`config.mk`:
```
export PLATFORM = sky130hd
export DESIGN_NAME = frame_packetizer
export DESIGN_NICKNAME = d
export VERILOG_FILES = /design/src/rtl/frame_packetizer_pkg.sv /design/src/rtl/frame_packetizer_skid.sv /design/src/rtl/frame_packetizer.sv
export SDC_FILE = /design/constraint.sdc
export NUM_CORES = 1
export LEC_CHECK = 0
export BUFFER_PORTS_ARGS = -buffer_cell sky130_fd_sc_hd__buf_2
export CORE_ASPECT_RATIO = 0.5
export CORE_MARGIN = 2
export CORE_UTILIZATION = 30
export DETAILED_ROUTE_END_ITERATION = 12
export HOLD_SLACK_MARGIN = 0.05
export PLACE_DENSITY = 0.43
export RECOVER_POWER = 25
export SYNTH_ARGS = -nofsm -noshare
export SYNTH_HDL_FRONTEND = slang
export SYNTH_HIERARCHICAL = 1
export SYNTH_SLANG_ARGS = --single-unit
```
`constraint.sdc`:
```
create_clock -name wr_clk -period 8.7 [get_ports wr_clk]
set_input_delay 1.74 -clock wr_clk [delete_from_list [all_inputs] [get_ports wr_clk]]
set_output_delay 1.74 -clock wr_clk [all_outputs]
set_load 0.05 [all_outputs]
```
`src/rtl/frame_packetizer_pkg.sv`:
```
// Shared constants, FSM state type and header helper for the frame packetizer.
package frame_packetizer_pkg;

    localparam int         HDR_BYTES = 4;
    localparam logic [7:0] SYNC_BYTE = 8'hA5;

    localparam logic [1:0] HDR_IDX_SYNC  = 2'd0;
    localparam logic [1:0] HDR_IDX_FLAGS = 2'd1;
    localparam logic [1:0] HDR_IDX_FRAME = 2'd2;
    localparam logic [1:0] HDR_IDX_PKT   = 2'd3;

    localparam int SOF_BIT = 7;

    typedef enum logic [2:0] {
        ST_IDLE    = 3'd0,
        ST_HDR     = 3'd1,
        ST_PAYLOAD = 3'd2,
        ST_PAD     = 3'd3,
        ST_END     = 3'd4
    } state_e;

    function automatic logic [7:0] hdr_byte(
        input logic [1:0] idx,
        input logic       sof,
        input logic [7:0] fnum,
        input logic [7:0] pidx
    );
        logic [7:0] b;
        b = '0;
        case (idx)
            HDR_IDX_SYNC:  b = SYNC_BYTE;
            HDR_IDX_FLAGS: b[SOF_BIT] = sof;
            HDR_IDX_FRAME: b = fnum;
            default:       b = pidx;
        endcase
        return b;
    endfunction

endpackage

```
`src/rtl/frame_packetizer_skid.sv`:
```
// Pixel skid FIFO: synchronous, power-of-2 depth, head word read straight from
// the storage registers so the consumer can register it on the pop cycle.
module pix_skid_fifo #(
    parameter int DATA_WIDTH = 8,
    parameter int DEPTH      = 16
) (
    input  logic                     clk_i,
    input  logic                     rst_ni,
    input  logic                     push_i,
    input  logic                     pop_i,
    input  logic [DATA_WIDTH-1:0]    din_i,
    output logic [DATA_WIDTH-1:0]    dout_o,
    output logic                     full_o,
    output logic                     empty_o,
    output logic [$clog2(DEPTH):0]   level_o
);

    localparam int AW = $clog2(DEPTH);

    logic [DATA_WIDTH-1:0] mem_q [DEPTH];
    logic [AW-1:0]         wr_ptr_q;
    logic [AW-1:0]         rd_ptr_q;
    logic [AW:0]           count_q;
    logic                  do_push;
    logic                  do_pop;

    assign empty_o = (count_q == '0);
    assign full_o  = (count_q == (AW+1)'(DEPTH));
    assign do_pop  = pop_i && !empty_o;
    // A pop on a full FIFO frees the slot the same-cycle push lands in.
    assign do_push = push_i && (!full_o || do_pop);

    always_ff @(posedge clk_i or negedge rst_ni) begin
        if (!rst_ni) begin
            wr_ptr_q <= '0;
            rd_ptr_q <= '0;
            count_q  <= '0;
        end else begin
            if (do_push) wr_ptr_q <= wr_ptr_q + 1'b1;
            if (do_pop)  rd_ptr_q <= rd_ptr_q + 1'b1;
            case ({do_push, do_pop})
                2'b10:   count_q <= count_q + 1'b1;
                2'b01:   count_q <= count_q - 1'b1;
                default: count_q <= count_q;
            endcase
        end
    end

    always_ff @(posedge clk_i) begin
        if (do_push) mem_q[wr_ptr_q] <= din_i;
    end

    assign dout_o  = mem_q[rd_ptr_q];
    assign level_o = count_q;

endmodule

```
`src/rtl/frame_packetizer.sv`:
```
// Sensor-side packet producer: splits each frame into fixed-size headed packets.
// Build option PKT_CHECKSUM_EN makes the last packet byte the XOR of payload+pad.
//
//   state   | meaning
//   IDLE    | no frame in flight, waiting for fv rising edge
//   HDR     | emitting the 4 header bytes
//   PAYLOAD | draining skid pixels into the packet
//   PAD     | zero-filling the final packet of a frame
//   END     | frame closed, bump frame number
module frame_packetizer
    import frame_packetizer_pkg::*;
#(
    parameter int DATA_WIDTH   = 8,
    parameter int PACKAGE_SIZE = 4864,
    parameter int SKID_DEPTH   = 16
) (
    input  logic                  wr_clk,
    input  logic                  rst_n,
    input  logic                  fv,
    input  logic                  lv,
    input  logic [DATA_WIDTH-1:0] pix,
    input  logic                  sink_block,
    output logic                  wr_en,
    output logic [DATA_WIDTH-1:0] din,
    output logic [7:0]            frame_num,
    output logic                  pkt_active,
    output logic                  skid_ovf
);

`ifdef PKT_CHECKSUM_EN
    localparam bit CHK_EN = 1'b1;
`else
    localparam bit CHK_EN = 1'b0;
`endif

    localparam int CNT_W = $clog2(PACKAGE_SIZE + 1);
    localparam int LVL_W = $clog2(SKID_DEPTH) + 1;
    localparam logic [CNT_W-1:0] HDR_CNT  = CNT_W'(HDR_BYTES);
    localparam logic [CNT_W-1:0] LAST_IDX = CNT_W'(PACKAGE_SIZE - 1);

    state_e                state_q, state_d;
    logic [1:0]            hdr_idx_q, hdr_idx_d;
    logic [CNT_W-1:0]      byte_cnt_q, byte_cnt_d;
    logic [7:0]            pkt_idx_q, pkt_idx_d;
    logic [7:0]            frame_num_q, frame_num_d;
    logic                  sof_q, sof_d;
    logic                  pend_sof_q, pend_sof_d;
    logic [LVL_W-1:0]      old_left_q, old_left_d;
    logic [DATA_WIDTH-1:0] chk_q, chk_d;
    logic                  fv_d_q;
    logic                  capture_en_q, capture_en_d;
    logic                  skid_ovf_q, skid_ovf_d;
    logic                  wr_en_q, wr_en_d;
    logic [DATA_WIDTH-1:0] din_q, din_d;
    logic                  pkt_active_q, pkt_active_d;

    logic                  fv_rise;
    logic                  push;
    logic                  push_old;
    logic                  pop;
    logic                  skid_drop;
    logic                  cur_avail;
    logic                  cur_cap;
    logic                  sof_taken;
    logic                  pkt_done;
    logic                  more;
    logic [DATA_WIDTH-1:0] skid_dout;
    logic                  skid_full;
    logic                  skid_empty;
    logic [LVL_W-1:0]      skid_level;

    pix_skid_fifo #(
        .DATA_WIDTH (DATA_WIDTH),
        .DEPTH      (SKID_DEPTH)
    ) u_skid (
        .clk_i   (wr_clk),
        .rst_ni  (rst_n),
        .push_i  (push),
        .pop_i   (pop),
        .din_i   (pix),
        .dout_o  (skid_dout),
        .full_o  (skid_full),
        .empty_o (skid_empty),
        .level_o (skid_level)
    );

    assign fv_rise   = fv && !fv_d_q;
    assign push      = fv && lv && (capture_en_q || fv_rise);
    assign skid_drop = push && skid_full && !pop;
    // Once a new frame is pending, only the old_left oldest skid entries belong
    // to the packet being built; everything behind them waits for the next SOF.
    assign push_old  = push && !fv_rise && !pend_sof_q;
    assign cur_avail = pend_sof_q ? (old_left_q != '0) : !skid_empty;
    assign cur_cap   = capture_en_q && !pend_sof_q;

    always_comb begin
        state_d      = state_q;
        hdr_idx_d    = hdr_idx_q;
        byte_cnt_d   = byte_cnt_q;
        pkt_idx_d    = pkt_idx_q;
        frame_num_d  = frame_num_q;
        sof_d        = sof_q;
        pend_sof_d   = pend_sof_q;
        old_left_d   = old_left_q;
        chk_d        = chk_q;
        skid_ovf_d   = skid_ovf_q;
        wr_en_d      = 1'b0;
        din_d        = din_q;
        capture_en_d = capture_en_q;
        pop          = 1'b0;
        sof_taken    = 1'b0;
        pkt_done     = 1'b0;
        more         = 1'b0;

        if (fv_rise)  capture_en_d = 1'b1;
        else if (!fv) capture_en_d = 1'b0;

        if (!sink_block) begin
            unique case (state_q)
                ST_IDLE: begin
                    if (fv_rise || pend_sof_q) begin
                        sof_taken  = 1'b1;
                        wr_en_d    = 1'b1;
                        din_d      = SYNC_BYTE;
                        hdr_idx_d  = HDR_IDX_FLAGS;
                        sof_d      = 1'b1;
                        pkt_idx_d  = '0;
                        pend_sof_d = 1'b0;
                        chk_d      = '0;
                        skid_ovf_d = 1'b0;
                        state_d    = ST_HDR;
                    end
                end
                ST_HDR: begin
                    wr_en_d   = 1'b1;
                    din_d     = hdr_byte(hdr_idx_q, sof_q, frame_num_q, pkt_idx_q);
                    hdr_idx_d = hdr_idx_q + 1'b1;
                    if (hdr_idx_q == HDR_IDX_SYNC && sof_q) skid_ovf_d = 1'b0;
                    if (hdr_idx_q == HDR_IDX_PKT) begin
                        byte_cnt_d = HDR_CNT;
                        state_d    = ST_PAYLOAD;
                    end
                end
                ST_PAYLOAD: begin
                    if (CHK_EN && byte_cnt_q == LAST_IDX) begin
                        wr_en_d    = 1'b1;
                        din_d      = chk_q;
                        byte_cnt_d = byte_cnt_q + 1'b1;
                        pkt_done   = 1'b1;
                        more       = cur_cap || (pend_sof_q ? (old_left_q != '0)
                                                            : (!skid_empty || push_old));
                    end else if (cur_avail) begin
                        pop        = 1'b1;
                        wr_en_d    = 1'b1;
                        din_d      = skid_dout;
                        chk_d      = chk_q ^ skid_dout;
                        byte_cnt_d = byte_cnt_q + 1'b1;
                        if (byte_cnt_q == LAST_IDX) begin
                            pkt_done = 1'b1;
                            more     = cur_cap || (pend_sof_q ? (old_left_q > LVL_W'(1))
                                                  : ((skid_level > LVL_W'(1)) || push_old));
                        end
                    end else if (!cur_cap) begin
                        state_d = (byte_cnt_q == HDR_CNT) ? ST_END : ST_PAD;
                    end
                end
                ST_PAD: begin
                    wr_en_d    = 1'b1;
                    din_d      = '0;
                    byte_cnt_d = byte_cnt_q + 1'b1;
                    if (byte_cnt_q == LAST_IDX) begin
                        if (CHK_EN) din_d = chk_q;
                        state_d = ST_END;
                    end
                end
                ST_END: begin
                    frame_num_d = frame_num_q + 1'b1;
                    if (pend_sof_q || fv_rise) begin
                        sof_taken  = 1'b1;
                        hdr_idx_d  = HDR_IDX_SYNC;
                        sof_d      = 1'b1;
                        pkt_idx_d  = '0;
                        pend_sof_d = 1'b0;
                        chk_d      = '0;
                        state_d    = ST_HDR;
                    end else begin
                        state_d = ST_IDLE;
                    end
                end
                default: state_d = ST_IDLE;
            endcase
        end

        if (pkt_done) begin
            if (more) begin
                hdr_idx_d = HDR_IDX_SYNC;
                sof_d     = 1'b0;
                pkt_idx_d = pkt_idx_q + 1'b1;
                chk_d     = '0;
                state_d   = ST_HDR;
            end else begin
                state_d = ST_END;
            end
        end

        if (pend_sof_q && pop) old_left_d = old_left_q - 1'b1;
        if (fv_rise && !sof_taken && !pend_sof_q) begin
            pend_sof_d = 1'b1;
            old_left_d = skid_level - LVL_W'(pop);
        end

        if (skid_drop) skid_ovf_d = 1'b1;

        pkt_active_d = (state_d != ST_IDLE);
    end

    always_ff @(posedge wr_clk or negedge rst_n) begin
        if (!rst_n) begin
            state_q      <= ST_IDLE;
            hdr_idx_q    <= '0;
            byte_cnt_q   <= '0;
            pkt_idx_q    <= '0;
            frame_num_q  <= '0;
            sof_q        <= 1'b0;
            pend_sof_q   <= 1'b0;
            old_left_q   <= '0;
            chk_q        <= '0;
            fv_d_q       <= 1'b1;
            capture_en_q <= 1'b0;
            skid_ovf_q   <= 1'b0;
            wr_en_q      <= 1'b0;
            din_q        <= '0;
            pkt_active_q <= 1'b0;
        end else begin
            state_q      <= state_d;
            hdr_idx_q    <= hdr_idx_d;
            byte_cnt_q   <= byte_cnt_d;
            pkt_idx_q    <= pkt_idx_d;
            frame_num_q  <= frame_num_d;
            sof_q        <= sof_d;
            pend_sof_q   <= pend_sof_d;
            old_left_q   <= old_left_d;
            chk_q        <= chk_d;
            fv_d_q       <= fv;
            capture_en_q <= capture_en_d;
            skid_ovf_q   <= skid_ovf_d;
            wr_en_q      <= wr_en_d;
            din_q        <= din_d;
            pkt_active_q <= pkt_active_d;
        end
    end

    assign wr_en      = wr_en_q;
    assign din        = din_q;
    assign frame_num  = frame_num_q;
    assign pkt_active = pkt_active_q;
    assign skid_ovf   = skid_ovf_q;

endmodule

```
==> results of run 1 <==
[metal layers]
layer	part of all wire	global-route usage
met5	0	0
met4	0.0076	0.02818
met3	0.022	0.03321
met2	0.48	0.2255
met1	0.49	0.1886
[cells in the mapped netlist (4+ instances only)]
library cell | n | share of area
edfxtp_1 | 128 | 0.42
dfrtp_1 | 66 | 0.18
nand2_1 | 44 | 0.018
nor2_1 | 35 | 0.014
mux4_2 | 29 | 0.071
inv_1 | 23 | 0.0094
xnor2_1 | 23 | 0.022
a21oi_1 | 21 | 0.011
ha_1 | 21 | 0.029
o21ai_0 | 20 | 0.011
mux2i_1 | 16 | 0.018
and2_1 | 13 | 0.0089
clkbuf_1 | 13 | 0.0053
mux4_1 | 11 | 0.032
nand3_1 | 11 | 0.0060
nor2b_1 | 11 | 0.0075
nand4_1 | 10 | 0.0068
and4_1 | 8 | 0.0077
nor3_1 | 8 | 0.0044
or3_1 | 8 | 0.0055
a211oi_1 | 7 | 0.0057
nand2b_1 | 7 | 0.0048
and3_1 | 6 | 0.0041
mux2_2 | 6 | 0.0074
nor4b_1 | 6 | 0.0057
a21o_1 | 5 | 0.0041
buf_1 | 5 | 0.0021
buf_2 | 5 | 0.0027
buf_6 | 5 | 0.0062
xor2_1 | 5 | 0.0048
a222oi_1 | 4 | 0.0044
[cell families (layout without fill, tap and decap cells)]
| logic type | Yosys count | count (layout) | synth area share |
|---|---|---|---|
| AND/OR/NAND/NOR | 187 | 187 | 0.1139 |
| flip-flops | 195 | 195 | 0.6041 |
| buffers and inverters | 54 | 92 | 0.02916 |
| XOR/XNOR | 28 | 28 | 0.02683 |
| multiplexers | 62 | 62 | 0.1280 |
| adder cells (fa/ha/maj) | 22 | 22 | 0.03094 |
| AO/OA/AOI/OAI | 91 | 91 | 0.06708 |
[power breakdown]
part | internal (mW) | switching, mW | leakage [nW] | total [mW]
clock | 0.384 | 0.393 | 0.277 | 0.778
combinational | 0.383 | 0.507 | 1.42 | 0.890
sequential | 1.10 | 0.159 | 2.01 | 1.26
total | 1.87 | 1.06 | 3.71 | 2.93
[per-stage QoR]
stage / utilization / setup WS, ns / area (µm²)
after global placement: 0.3215 / 4.014 / 9684
after CTS: 0.3411 / 4.380 / 10270
after detailed placement: 0.3215 / 3.911 / 9684
after floorplan: - / 4.242 / 9140
after global routing: 0.3407 / 4.226 / 10260
final: 0.3407 / 4.318 / 10260
[critical path, cell delays in order]
cell and delay (ns):
buf_2 0.18, or4b_4 0.50, or2_1 0.26, inv_2 0.20
nand2b_1 0.13, a21oi_1 0.45, ha_1 0.38, and3_1 0.17
or3_1 0.37, a32oi_1 0.22, nand3_1 0.09
[worst max path at each step]
stage | end | depth (start not counted) | from
after CTS | u_skid/level_o[3]$_DFFE_PN0P_ | 11 | sink_block
final | u_skid/level_o[3]$_DFFE_PN0P_ | 11 | sink_block
after detailed placement | u_skid/level_o[3]$_DFFE_PN0P_ | 11 | sink_block
after global placement | u_skid/level_o[3]$_DFFE_PN0P_ | 11 | sink_block
after floorplan | u_skid/level_o[3]$_DFFE_PN0P_ | 11 | sink_block
after global routing | u_skid/level_o[3]$_DFFE_PN0P_ | 11 | sink_block
[final cells by class]
class / count / share of cell area
clock inverters: 15 / 0.01609
multi-input cells: 390 / 0.3290
well taps: 399 / 0.04864
inverters: 24 / 0.008777
repair buffers: 36 / 0.01792
clock buffers: 17 / 0.04145
flip-flops and latches: 195 / 0.5381
[sequential cells by signal, indices dropped and copies added (netlist names), 2 cells and up]
signal           cells
state_q              3
pkt_idx_q            8
old_left_q           5
din                  8
byte_cnt_q          13
hdr_idx_q            2
u_skid/level_o       5
frame_num            8
u_skid/mem_q       128
u_skid/wr_ptr_q      4
u_skid/rd_ptr_q      4
==> summary.txt, run 1 <==
Global route
  – Tot GR Track Use: 0.1381
  – Largest net degree at the start of global routing: 68
  – Initial antenna violation count: 0
  – GRT Residual Overflow: 0
  – First-pass GRT wire length: 32.95 mm
  – Number of global-route vias before repair: between 5000 and 6000

Timing
  – Slew margin rel.: 0.2947
  – Setup TNS: 0 ns
  – Period minus WS final: 4.382 ns
  – Skew final: around 0.013 ns
  – Worst Hold Slack: around 0.48 ns
  – Fin. Hold Viols: 0
  – RSZ-0062 raised after global routing: no
  – Slew Limit Fails: 0
  – Highest Clock Rate: roughly 230 MHz
  – # setup viols final: 0
  – Worst-Margin Slew: 1.055 ns
  – Share of the clock period used by the worst path: 0.5037

Min path
  – Worst Hold Path EP: pkt_idx_q[7]$_DFF_PN0_
  – Hold Crit Start: pkt_idx_q[7]$_DFF_PN0_
  – Worst hold path class: flop to flop
  – Worst hold stages: 1

Finish
  – Nets@finish: ~700
  – Commonest non-fill, non-tap cell in the layout: edfxtp_1
  – Register area: ~0.0055 mm²
  – Share of cells above drive strength 1: 0.1654
  – Multi-input logic area: ~0.0034 mm²
  – Fillers: between 2000 and 3000
  – Area Overhead vs Synth: 12.29%
  – Commonest cells after routing, fill and taps aside: edfxtp_1, dfrtp_1, nand2_1, nor2_1, mux4_2
  – Antenna diode count: 0
  – Final Non-Filler Cells: between 1000 and 1500

Routing
  – Routed vias: between 5000 and 6000
  – Drc violations: 0
  – Vias per cell: about 5
  – Drt first pass iters: 4
  – Initial DRC Count: roughly 350
  – DRT Wirelength: 20.80 mm
  – Drt wl/cell: about 19 µm
  – Detail Route Antenna Nets: 0

Floorplanning
  – Die width: 250.8 µm
  – Die Y-Extent: about 130 µm
  – Io pins: 32
  – Starting Density: 0.3034
  – Die ar.: 0.03196 mm²
  – Row count: 45
  – Core area: ~0.030 mm²

Synth
  – Netlist cell types: 69
  – Cells after synthesis: about 640
  – Post-Syn Area: 0.009140 mm²
  – Synth Flop Type: edfxtp_1
  – EDFF count, synth: about 130
  – Sequential area share after synthesis: 0.6041
  – Synth Net Count: 674
  – Syn avg cell area: about 14 µm²
  – Yosys warns: 6
  – Synthesis-stage register bit count: around 200
  – Ys async rst share: 0.3436

Pwr
  – Worst VDD drop: 0.1418 mV
  – Pleak: approximately 3.7 nW
  – Final Power: 2.925 mW
  – Power Dens Cells: approximately 280 mW/mm²

Critical path
  – Reg-to-Reg End: u_skid/level_o[3]$_DFFE_PN0P_
  – Kind of critical path: primary input to flop
  – CP Data Arrival Time: between 4 and 5 ns
  – R2R depth: 13
  – R2r setup slk: roughly 4.9 ns
  – Critical Path Source Type: primary input
  – RR Startpoint: u_skid/level_o[3]$_DFFE_PN0P_
  – Worst Path Required: 9.01 ns
  – Critical-path maximum fanout: 14
  – CP Capture Type: flop

CTS
  – Worst-Skew Late Latency: between 0.4 and 0.5 ns
  – Resize count post-CTS: 0
  – CTS Sinks: slightly below 200
  – CTS buffer count: 17
  – Clk buf depth: 2
  – Post-CTS Setup Bufs: 0
  – Clk root buf: clkbuf_16
  – Reg clk slew, reported paths: roughly 0.08 ns
  – CTS HTree Levels: 4
  – CTS tree: done
  – Hold-fix buffers, CTS: 0

Placed design
  – DPL Wire Length: between 10 and 15 mm
  – Placed cell count: between 1000 and 1500
  – Port Buffers: 31
  – GP Congestion: roughly 0.74

Status
  – Outcome: finished, final reports clean

Run
  – Max cap viols: 0
(Power assumes the default switching activity.)
==> run 2: changes to the inputs <==
==> constraint.sdc (replaced) <==
create_clock -name wr_clk -period 4.4 [get_ports wr_clk]
set_input_delay 0.88 -clock wr_clk [delete_from_list [all_inputs] [get_ports wr_clk]]
set_output_delay 0.88 -clock wr_clk [all_outputs]
set_load 0.05 [all_outputs]
==> run 2 against run 1 <==
Net effect:
- sequential cell count is the same
- combinational power grew 110%
- first-iteration DRC count grew 26%
- critical path depth grew 2
- highest routed layer unchanged
==> summary.txt, run 2 (synthesis gave the netlist of run 1 again) <==
Critical path
  – CP Capture Type: flop
  – Critical-path cell list: or4_1 > nor2_1 > nand2b_1 > o21ai_2 > or2_1 > inv_2 > nand2b_1 > a21oi_1 > ha_1 > and3_1 > or3_1 > a32oi_1 > nand3_1
  – Worst Path Required: ~4.7 ns
  – Worst Path Buf+Inv: 1
  – CP max stage cell: or4_1
  – Critical-path maximum fanout: 8
  – Critical Path Source Type: flop
  – CP Data Arrival Time: just under 4 ns
  – Kind of critical path: flop to flop
  – Most common cell on crit path: nand2b_1
  – Top Family by Delay on Critical Path: simple AND/OR/NAND/NOR gates
  – Max incr delay on CP: around 0.7 ns

CTS
  – CTS tree: done
  – Reg clk slew, reported paths: 0.07 ns
  – Clk buf depth: 2
  – Worst-Skew Late Latency: between 0.4 and 0.5 ns
  – CTS buffer count: 17
  – CTS HTree Levels: 4
  – Resize count post-CTS: 0
  – CTS Sinks: just under 200
  – Post-CTS Setup Bufs: 0
  – Hold-fix buffers, CTS: 0
  – Clk root buf: clkbuf_16

Floorplanning
  – Die ar.: 0.03196 mm²
  – Die width: approximately 250 µm
  – Die Y-Extent: around 130 µm
  – Row count: 45
  – Starting Density: 0.3034
  – Io pins: 32
  – Core area: 0.03012 mm²

Finish
  – Final Non-Filler Cells: 1086
  – Nets@finish: just over 700
  – Largest Register: u_skid/mem_q
  – Regs by FF count: u_skid/mem_q: 128 flops, byte_cnt_q: 13 flops
  – Multi-input logic area: 0.003377 mm²
  – Fin area: between 0.01 and 0.015 mm²
  – Area Overhead vs Synth: 13.48%
  – Share of cells above drive strength 1: 0.1776
  – Commonest non-fill, non-tap cell in the layout: edfxtp_1
  – Fillers: ~3000
  – Register area: 0.005523 mm²
  – Commonest cells after routing, fill and taps aside: edfxtp_1, dfrtp_1, nand2_1, nor2_1, mux4_2
  – Largest register FFs: about 130
  – Final core occ: 0.3443
  – Antenna diode count: 0

Timing
  – Slew margin rel.: 0.2381
  – Setup TNS: 0 ns
  – Fin. Hold Viols: 0
  – Slew Limit Fails: 0
  – RSZ-0062 raised after global routing: no
  – Share of the clock period used by the worst path: 0.8221
  – Period minus WS final: ~3.6 ns
  – Worst-Margin Slew: ~1.1 ns
  – Worst setup margin: 0.7827 ns
  – Worst Hold Slack: 0.5053 ns
  – # setup viols final: 0
  – Skew final: between 0.015 and 0.02 ns
  – Highest Clock Rate: approximately 280 MHz

Pwr
  – Pleak: ~3.8 nW
  – Final Power: around 5.9 mW
  – Worst VDD drop: approximately 0.27 mV
  – Power Dens Cells: 570.4 mW/mm²

Run
  – Max cap viols: 0

Routing
  – Drt first pass iters: 4
  – Routed vias: approximately 5400
  – Initial DRC Count: between 400 and 500
  – Vias per cell: about 4.9
  – Drt wl/cell: just under 20 µm
  – Drc violations: 0
  – Detail Route Antenna Nets: 0
  – DRT Wirelength: around 21 mm

Placed design
  – GP Congestion: around 0.76
  – Placed cell count: between 1000 and 1500
  – Setup Slack @ Placement: just under 0.7 ns
  – Port Buffers: 31
  – DPL Wire Length: 14.03 mm
  – Placed cell areas: roughly 0.0098 mm²

Min path
  – Worst hold path class: flop to flop

Global route
  – First-pass GRT wire length: approximately 33 mm
  – Initial antenna violation count: 0
  – GRT Residual Overflow: 0
  – Number of global-route vias before repair: 5431
  – Largest net degree at the start of global routing: just under 70
  – Tot GR Track Use: 0.1410

Status
  – Outcome: finished, final reports clean
[run 2: final cells by class]
type / count / area share
repair buffers: 46 / 0.02630
flip-flops and latches: 195 / 0.5325
inverters: 24 / 0.008685
multi-input cells: 390 / 0.3256
well taps: 399 / 0.04813
clock inverters: 14 / 0.01749
clock buffers: 18 / 0.04138
[run 2: final timing paths]
path | slack, ns | cells after the start | end | startpoint
min | 0.51 | 1 | pkt_idx_q[5]$_DFF_PN0_ | pkt_idx_q[5]$_DFF_PN0_
min in group asynchronous | 0.57 | 1 | u_skid/level_o[4]$_DFFE_PN0P_ | rst_n
max | 0.78 | 13 | u_skid/level_o[3]$_DFFE_PN0P_ | u_skid/level_o[3]$_DFFE_PN0P_
max in group asynchronous | 3.21 | 1 | u_skid/rd_ptr_q[0]$_DFFE_PN0N_ | rst_n
min reg2reg | 0.51 | 1 | pkt_idx_q[5]$_DFF_PN0_ | pkt_idx_q[5]$_DFF_PN0_
max reg2reg | 0.78 | 13 | u_skid/level_o[3]$_DFFE_PN0P_ | u_skid/level_o[3]$_DFFE_PN0P_
[run 2: metal layers]
layer / vias to the layer above / share of wire / GRT usage
li1: 2529 / - / -
met1: 2755 / 0.49 / 0.1982
met2: 73 / 0.47 / 0.2212
met3: 8 / 0.034 / 0.03403
met4: 0 / 0.0063 / 0.03276
met5: - / 0 / 0
[run 2: power breakdown]
group,internal [mW],switching (mW),leakage [nW]
clock network,0.868,0.745,0.295
registers,2.17,0.285,2.01
logic,0.789,1.06,1.48
==> run 3: changes to the inputs <==
--- a/config.mk
+++ b/config.mk
@@ -5,6 +5,7 @@
 export SDC_FILE = /design/constraint.sdc
 export NUM_CORES = 1
 export LEC_CHECK = 0
+export ABC_AREA = 1
 export BUFFER_PORTS_ARGS = -buffer_cell sky130_fd_sc_hd__buf_2
 export CORE_ASPECT_RATIO = 0.5
 export CORE_MARGIN = 2
==> constraint.sdc (replaced) <==
create_clock -name wr_clk -period 3.6 [get_ports wr_clk]
set_input_delay 0.72 -clock wr_clk [delete_from_list [all_inputs] [get_ports wr_clk]]
set_output_delay 0.72 -clock wr_clk [all_outputs]
set_load 0.05 [all_outputs]
==> run 3 against run 2 <==
Net effect:
- non-clock buffer count shrank 9
- worst setup slack got worse by 0.045 ns
- via count increased by 21%
- worst hold slack got worse by 0.13 ns
- clock-buffer cell count increased by 2
- register-to-register slack worse by 0.05 ns
- critical path depth down 4
- first-iteration DRC count grew 12%
- clock power up 11%
- area after synthesis is 1.7% higher
- cell area is 0.43% lower
- combinational power grew 46%
- largest cell class unchanged
==> summary.txt, run 3 <==
Synth
  – Yosys top cell by area: edfxtp_1
  – Sequential area share after synthesis: 0.5939
  – Most common cell in the synthesized netlist: nor2_1
  – Synth Flop Type: edfxtp_1
  – Synth cell count leaders: nor2_1, nand2_1, edfxtp_1, o21ai_0, inv_1
  – Post-synthesis compound-gate area fraction: 0.1093
  – Synthesis-stage register bit count: 195
  – Synth Net Count: 961
  – Post-synthesis adder-cell area fraction: 0.03042
  – EDFF count, synth: between 100 and 150
  – Yosys warns: 6
  – Largest family of logic cells by synthesized area: simple AND/OR/NAND/NOR gates
  – Synth top area share: 0.4135
  – Post-synthesis mux area share: 0.001211
  – Post-Synth Simple-Gate Area: 0.1818
  – Post-Syn Area: approximately 0.0093 mm²
  – Ys async rst share: 0.3436
  – Syn avg cell area: between 10 and 15 µm²
  – Cells after synthesis: between 900 and 1000
  – XOR/XNOR Fraction of Synth Area: 0.02436
  – Top cells by area, synth: edfxtp_1, dfrtp_1, nor2_1, nand2_1, o21ai_0
  – Netlist cell types: slightly below 50

Routing
  – Drc violations: 0
  – Vias per cell: ~4.7
  – Drt wl/cell: 17.44 µm
  – Detail Route Antenna Nets: 0
  – Initial DRC Count: a little under 500
  – Routed vias: 6469
  – Drt first pass iters: 5
  – DRT Wirelength: 23.79 mm

Floorplanning
  – Die ar.: roughly 0.032 mm²
  – Die Y-Extent: between 100 and 150 µm
  – Die width: around 250 µm
  – Io pins: 32
  – Row count: 45
  – Starting Density: 0.3058
  – Core area: 0.03040 mm²

Finish
  – Regs by FF count: u_skid/mem_q: 128 flops, byte_cnt_q: 13 flops
  – Nets@finish: ~990
  – Final core occ: 0.3397
  – Share of cells above drive strength 1: 0.08912
  – Commonest non-fill, non-tap cell in the layout: nor2_1
  – Fin area: 0.01033 mm²
  – Antenna diode count: 0
  – Largest register FFs: around 130
  – Final Non-Filler Cells: 1364
  – Commonest cells after routing, fill and taps aside: nor2_1, nand2_1, edfxtp_1, o21ai_0, inv_1
  – Area Overhead vs Synth: 11.09%
  – Largest Register: u_skid/mem_q

Critical path
  – CP Capture Type: flop
  – Critical-path maximum fanout: 11
  – CP Data Arrival Time: roughly 3.0 ns
  – Worst Path Required: ~3.7 ns
  – Most common cell on crit path: inv_1
  – CP max stage cell: nor2_1
  – Kind of critical path: flop to flop
  – Max incr delay on CP: 0.61 ns
  – Critical-path cell list: inv_1 > nand2_2 > nor2_4 > nand4_4 > inv_1 > o21ai_2 > inv_2 > nand2_1 > nor2_1
  – Critical Path Source Type: flop
  – R2r setup slk: roughly 0.74 ns

Pwr
  – Final Power: between 7 and 8 mW
  – Power Dens Cells: 716.7 mW/mm²
  – Pleak: 4.073 nW
  – Worst VDD drop: 0.3045 mV

Placed design
  – Placed cell count: roughly 1300
  – DPL Wire Length: 16.06 mm
  – Setup Slack @ Placement: 0.6819 ns
  – Port Buffers: 31
  – GP Congestion: about 0.9
  – Placed cell areas: approximately 0.0098 mm²

CTS
  – Hold-fix buffers, CTS: 0
  – Post-CTS Setup Bufs: 0
  – CTS HTree Levels: 4
  – CTS tree: done
  – Resize count post-CTS: 0
  – Clk root buf: clkbuf_16
  – Clk buf depth: 2
  – CTS buffer count: 17
  – CTS Sinks: a little under 200
  – Worst-Skew Late Latency: around 0.45 ns
  – Reg clk slew, reported paths: about 0.070 ns

Timing
  – Worst Hold Slack: roughly 0.38 ns
  – Period minus WS final: between 2 and 3 ns
  – Worst setup margin: between 0.7 and 0.8 ns
  – Setup TNS: 0 ns
  – RSZ-0062 raised after global routing: no
  – Fin. Hold Viols: 0
  – Slew Limit Fails: 0
  – Share of the clock period used by the worst path: 0.7951
  – Skew final: around 0.010 ns
  – # setup viols final: 0
  – Worst-Margin Slew: roughly 1.0 ns
  – Slew margin rel.: 0.3091
  – Highest Clock Rate: around 350 MHz

Min path
  – Worst hold path class: primary input to flop

Global route
  – Number of global-route vias before repair: between 6000 and 7000
  – GRT Residual Overflow: 0
  – Tot GR Track Use: 0.1541
  – Initial antenna violation count: 0
  – Largest net degree at the start of global routing: 68
  – First-pass GRT wire length: 37.40 mm

Status
  – Outcome: finished, final reports clean

Run
  – Max cap viols: 0
## run 3: changes by cell type in the layout (fill, tap and decap cells not counted), sizes merged, moves of 9 or more
cell	previous run	this run
o211ai	3	34
nor2b	11	0
mux4	40	0
inv	32	91
nand2	44	150
buf	38	29
mux2i	16	0
nor2	35	162
o21ai	25	98
and2	13	1
nand3	13	57
xor2	5	19
xnor2	23	6
## run 3: cell type report
type                            count  area (µm²)
Fill cell                        3093       20080
Sequential cell                   195        5523
Multi-Input combinational cell    611        3227
Tap cell                          399       499.2
Clock buffer                       20       436.7
Inverter                           90       345.3
Timing Repair Buffer               37       192.7
Clock inverter                     12       103.9
## run 3: critical path, delay by kind of cell (launching register included)
| kind | cells | cell delay [ns] |
|---|---|---|
| AOI/OAI and AO/OA | 1 | 0.14 |
| DFF | 1 | 0.46 |
| buffers and inverters | 3 | 0.50 |
| and+or+nand+nor | 5 | 1.40 |
## run 3: path summary, 6_finish.rpt
path / cells past startpoint / startpoint / endpoint
min in group asynchronous: 1 / rst_n / capture_en_q$_DFFE_PN0P_
min: 1 / fv / fv_d_q$_DFF_PN1_
max reg2reg: 9 / state_q[2]$_DFF_PN0_ / u_skid/mem_q[2][2]$_DFFE_PP_
max in group asynchronous: 1 / rst_n / u_skid/rd_ptr_q[0]$_DFFE_PN0N_
min reg2reg: 2 / din[1]$_DFFE_PN0P_ / din[1]$_DFFE_PN0P_
max: 9 / state_q[2]$_DFF_PN0_ / u_skid/mem_q[2][2]$_DFFE_PP_
## run 3: metal layers
metal / GRT usage / share of wire / vias to the layer above / wire length, µm
li1: - / - / 3210 / -
met4: 0.05012 / 0.017 / 0 / 401
met2: 0.2390 / 0.45 / 95 / 10770
met1: 0.2137 / 0.50 / 3144 / 11810
met5: 0 / 0 / - / 0
met3: 0.03642 / 0.034 / 20 / 801
## run 3: where the power goes
part | switching [mW] | total, mW | leakage [nW] | internal, mW
clock | 0.885 | 1.78 | 0.256 | 0.898
sequential | 0.274 | 2.91 | 2.00 | 2.64
combinational | 1.93 | 2.70 | 1.82 | 0.771
total | 3.09 | 7.40 | 4.07 | 4.31
## run 3: cells by family after synthesis
kind of cell / after synthesis
AO/OA/AOI/OAI: 176
XOR/XNOR: 25
adder cells (fa/ha/maj): 22
buffers and inverters: 120
flip-flops: 195
multiplexers: 1
AND/OR/NAND/NOR: 387
